[src/rtl/addsub_arbiter.sv]
// addsub_arbiter: round-robin front end that lets two requesters share one
// N-bit adder/subtractor, one operation at a time, with registered results
// returned over a per-requester valid/ready response channel.

// Plain combinational adder/subtractor; add_n_i = 1 selects x - y.
module adder_subtractor #(
    parameter int N = 4
) (
    input  logic [N-1:0] x_i,
    input  logic [N-1:0] y_i,
    input  logic         add_n_i,
    output logic [N-1:0] sum_o,
    output logic         cout_o,
    output logic         ovf_o
);

    logic [N-1:0] yEff;
    logic [N:0]   fullSum;

    // Subtraction is x + ~y + 1; overflow when like-signed operands give an opposite-signed sum
    always_comb begin
        yEff    = y_i ^ {N{add_n_i}};
        fullSum = {1'b0, x_i} + {1'b0, yEff} + {{N{1'b0}}, add_n_i};
        sum_o   = fullSum[N-1:0];
        cout_o  = fullSum[N];
        ovf_o   = (x_i[N-1] & yEff[N-1] & ~fullSum[N-1]) |
                  (~x_i[N-1] & ~yEff[N-1] & fullSum[N-1]);
    end

endmodule

module addsub_arbiter #(
    parameter int N = 4
) (
    input  logic         clk,
    input  logic         rst,
    input  logic [1:0]   req_valid,
    output logic [1:0]   req_ready,
    input  logic [N-1:0] req_x0,
    input  logic [N-1:0] req_y0,
    input  logic [N-1:0] req_x1,
    input  logic [N-1:0] req_y1,
    input  logic [1:0]   req_sub,
    output logic [1:0]   rsp_valid,
    input  logic [1:0]   rsp_ready,
    output logic [N-1:0] rsp_sum,
    output logic         rsp_cout,
    output logic         rsp_ovf
);

    typedef enum logic [1:0] {
        IDLE = 2'd0,
        EXEC = 2'd1,
        RESP = 2'd2
    } state_t;

    state_t       state_q;
    logic         ptr_q;
    logic         gntId_q;
    logic [N-1:0] x_q;
    logic [N-1:0] y_q;
    logic         sub_q;
    logic [N-1:0] rspSum_q;
    logic         rspCout_q;
    logic         rspOvf_q;
    logic [1:0]   rspValid_q;

    logic         grantValid;
    logic         gntId_d;
    logic [N-1:0] x_d;
    logic [N-1:0] y_d;
    logic         sub_d;

    logic [N-1:0] addSum;
    logic         addCout;
    logic         addOvf;

    // Grant decision: only in IDLE and out of reset; ptr breaks ties, never rsp_ready
    always_comb begin
        grantValid = 1'b0;
        gntId_d    = 1'b0;
        req_ready  = 2'b00;
        if (!rst && state_q == IDLE) begin
            case (req_valid)
                2'b01: begin
                    grantValid = 1'b1;
                    gntId_d    = 1'b0;
                end
                2'b10: begin
                    grantValid = 1'b1;
                    gntId_d    = 1'b1;
                end
                2'b11: begin
                    grantValid = 1'b1;
                    gntId_d    = ptr_q;
                end
                default: begin
                    grantValid = 1'b0;
                    gntId_d    = 1'b0;
                end
            endcase
            if (grantValid) begin
                req_ready = gntId_d ? 2'b10 : 2'b01;
            end
        end
        x_d   = gntId_d ? req_x1 : req_x0;
        y_d   = gntId_d ? req_y1 : req_y0;
        sub_d = req_sub[gntId_d];
    end

    // The shared datapath sees only captured operands, never the live request ports
    adder_subtractor #(.N(N)) u_addsub (
        .x_i     (x_q),
        .y_i     (y_q),
        .add_n_i (sub_q),
        .sum_o   (addSum),
        .cout_o  (addCout),
        .ovf_o   (addOvf)
    );

    // Sequencer: capture in IDLE, register the result in EXEC, hold it in RESP until consumed
    always_ff @(posedge clk) begin
        if (rst) begin
            state_q    <= IDLE;
            ptr_q      <= 1'b0;
            gntId_q    <= 1'b0;
            x_q        <= '0;
            y_q        <= '0;
            sub_q      <= 1'b0;
            rspSum_q   <= '0;
            rspCout_q  <= 1'b0;
            rspOvf_q   <= 1'b0;
            rspValid_q <= 2'b00;
        end else begin
            case (state_q)
                IDLE: begin
                    if (grantValid) begin
                        x_q     <= x_d;
                        y_q     <= y_d;
                        sub_q   <= sub_d;
                        gntId_q <= gntId_d;
                        state_q <= EXEC;
                    end
                end
                EXEC: begin
                    rspSum_q   <= addSum;
                    rspCout_q  <= addCout;
                    rspOvf_q   <= addOvf;
                    rspValid_q <= gntId_q ? 2'b10 : 2'b01;
                    state_q    <= RESP;
                end
                RESP: begin
                    if (rsp_ready[gntId_q]) begin
                        rspValid_q <= 2'b00;
                        ptr_q      <= ~gntId_q;
                        state_q    <= IDLE;
                    end
                end
                default: begin
                    state_q <= IDLE;
                end
            endcase
        end
    end

    assign rsp_valid = rspValid_q;
    assign rsp_sum   = rspSum_q;
    assign rsp_cout  = rspCout_q;
    assign rsp_ovf   = rspOvf_q;

endmodule

[config.mk]
export PLATFORM = sky130hd
export DESIGN_NAME = addsub_arbiter
export DESIGN_NICKNAME = d
export VERILOG_FILES = /design/src/rtl/addsub_arbiter.sv
export SDC_FILE = /design/constraint.sdc
export NUM_CORES = 1
export LEC_CHECK = 0
export ABC_AREA = 1
export BUFFER_PORTS_ARGS = -buffer_cell sky130_fd_sc_hd__clkbuf_2
export CAP_MARGIN = 20
export CELL_PAD_IN_SITES_DETAIL_PLACEMENT = 0
export CELL_PAD_IN_SITES_GLOBAL_PLACEMENT = 2
export CORE_MARGIN = 1.5
export CORE_UTILIZATION = 29
export CTS_CLUSTER_DIAMETER = 100
export DETAILED_ROUTE_END_ITERATION = 8
export PLACE_DENSITY = 0.89
export SLEW_MARGIN = 5
export SYNTH_ARGS = -nofsm -noshare
export SYNTH_HDL_FRONTEND = slang
export SYNTH_SLANG_ARGS = --single-unit
[constraint.sdc]
create_clock -name clk -period 3.3 [get_ports clk]
set_clock_uncertainty 0.05 [all_clocks]
set_input_delay 0.66 -clock clk [delete_from_list [all_inputs] [get_ports clk]]
set_output_delay 0.66 -clock clk [all_outputs]
set_load 0.02 [all_outputs]
==> metrics <==
number of clock sinks 21; Final Setup Violations 0; Core Area 3440 sq um; largest stage delay on the critical path 0.25 ns; Cells after Synth 144; Initial Util 0.314; maximum clock path buffer count 2; crit share post-route 0.706; cell accounting for the most synthesized area dfxtp_1; Top Ports 34; Die W 64.1 um; crit path max-delay cell type nor2_4; Max Fclk 429 MHz; mapped cell area 1080 sq um; yosys warns 0; vias 984; Worst-Skew Late Latency 0.27 ns; drt pass-1 iters 4; post-cts resize count 0; Peak VDD IR 0.000166 V; main combinational cell family by area after synthesis simple AND/OR/NAND/NOR gates; Num CTS Buffers 3; Cell variety after synth 24; Syn Nets 173; Hold Fails Final Rpt 0; CTS root buf clkbuf_8; Synth Area in Compound Gates 0.184; Arr. time, crit path 1.62 ns; run status completed; #FFs+latches synth 21; hpwl dp 1780 um; Post-CTS Hold Buffers 0; P_leak 0.624 nW; H-tree depth reported by CTS 1; most common cell after layout, fill and taps aside clkbuf_2; 1st-iter DRT viols 23; aggregate negative setup slack 0 ns; port buffer count 33; initial antenna violation count 0; Mapped Avg Cell Area 7.51 sq um; gr ovfl total 0; Worst Tran Pin Value 0.627 ns; RSZ-0062 raised after global routing false; fin. max-slew vios 0; mux cell area share after synthesis 0; Synth area leaders dfxtp_1 (39%), a21oi_1 (7.9%), nand3_1 (6.9%); layout cells sized above 1 0.246; Die Span Y 64.1 um; largest net degree at the start of global routing 13; ANT nets after route 0; vias in the first global route 897; first-pass GRT wire length 3930 um; nets@finish 205; Pwr Density 511 nW/um^2; worst-path cell chain clkbuf_2 > nor3_4 > inv_2 > nor2_4 > nor2_1 > clkbuf_2; hold crit path type register to register; area grow syn2layout 20.4%; most frequent cells in the layout clkbuf_2 (33), dfxtp_1 (21), nor2_1 (20); GRT Total Usage 0.122; register area share after synthesis 0.389; Post CTS Setup Buffer Count 0; Startpoint Class input pin; total routed wirelength 2290 um; worst hold margin 0.445 ns; wire length per cell 10.4 um; Max-slew headroom 0.581; Filler cells 373; adder-cell area share of the yosys netlist 0.0648; TritonCTS clock tree yes; # DRC 0; Diodes inserted 0; CP Capture Type primary output; final core area utilization 0.378; die area 4100 sq um; RePlAce Congestion 0.727; CP required 2.59 ns; CP max FO 12; Synth top area share 0.389; most frequent CP cell clkbuf_2; XOR/XNOR share of the synthesized area 0.0324; Max-cap violations 0; Reg clk slew, reported paths 0.08 ns; Final Critical Period 2.33 ns; Post-Synth Simple-Gate Area 0.226; FP Rows 21; crit path kind input pin to primary output; Avg Vias per Cell 4.45
[cells by family after synthesis]
logic type,count (synthesis)
AOI/OAI and AO/OA,37
and+or+nand+nor,54
DFF,21
buffers and inverters,23
adders and majority gates,5
xor gates and xnor gates,4
[flip-flops by register name, indices dropped and copies added, names as in the netlist]
register   count
rsp_ovf        1
rsp_valid      2
y_q            4
state_q        2
sub_q          1
rsp_cout       1
x_q            4
gntId_q        1
ptr_q          1
rsp_sum        4
[per-stage QoR]
step / area, sq um / worst slack [ns] / std cells / power, W
3_3_place_gp: 1250 / 0.998 / 217 / 0.000498
4_1_cts: 1300 / 0.948 / 221 / 0.000677
2_1_floorplan: 1080 / 1.24 / 144 / 0.000453
6_report: 1300 / 0.969 / 221 / 0.000665
5_1_grt: 1300 / 0.851 / 221 / 0.000712
3_5_place_dp: 1250 / 0.962 / 217 / 0.000500
[area by class of cell]
class / count / area (sq um) / share of cell area
clock buffer: 3 / 41.3 / 0.0317
clock inverter: 1 / 5.00 / 0.00385
inverter: 17 / 63.8 / 0.0490
multi-input combinational: 100 / 548 / 0.421
sequential: 21 / 420 / 0.323
tap: 46 / 57.6 / 0.0442
timing repair buffer: 33 / 165 / 0.127
[routing by layer]
layer  GRT usage  part of all wire
met5           0                 0
met3      0.0211             0.036
met1       0.169              0.51
met2       0.174              0.42
met4      0.0734             0.027
[synth_stat cells]
library cell	instances
dfxtp_1	21
nor2_1	20
a21oi_1	17
nand2_1	15
nand3_1	15
inv_1	14
o21ai_1	9
o21ai_0	6
ha_1	4
buf_6	3
buf_2	2
inv_2	2
nor3_1	2
o21ai_2	2
xnor2_1	2
xor2_1	2
a211oi_1	1
a31oi_1	1
clkbuf_2	1
clkinv_1	1
fa_1	1
nor2_4	1
nor3_4	1
o211ai_1	1
[report_power, final]
part / switching [W] / internal (W) / leakage [nW]
sequential: 0.0000214 / 0.000283 / 0.173
combinational: 0.000112 / 0.0000754 / 0.426
clock: 0.0000886 / 0.0000843 / 0.0255
[worst paths after layout]
| path | startpoint | to | slack (ns) | depth (start not counted) |
|---|---|---|---|---|
| max | rst | req_ready[0] | 0.97 | 6 |
| min | x_q[0]$_SDFFE_PP0P_ | rsp_sum[0]$_SDFFE_PP0P_ | 0.44 | 2 |
| max reg2reg | sub_q$_SDFFE_PP0P_ | rsp_sum[3]$_SDFFE_PP0P_ | 1.55 | 8 |
| min reg2reg | x_q[0]$_SDFFE_PP0P_ | rsp_sum[0]$_SDFFE_PP0P_ | 0.44 | 2 |
[critical path, delay by kind of cell]
family        cells  cell delay [ns]
buf+inv           3             0.42
simple gates      3             0.53
(Power assumes the default switching activity.)
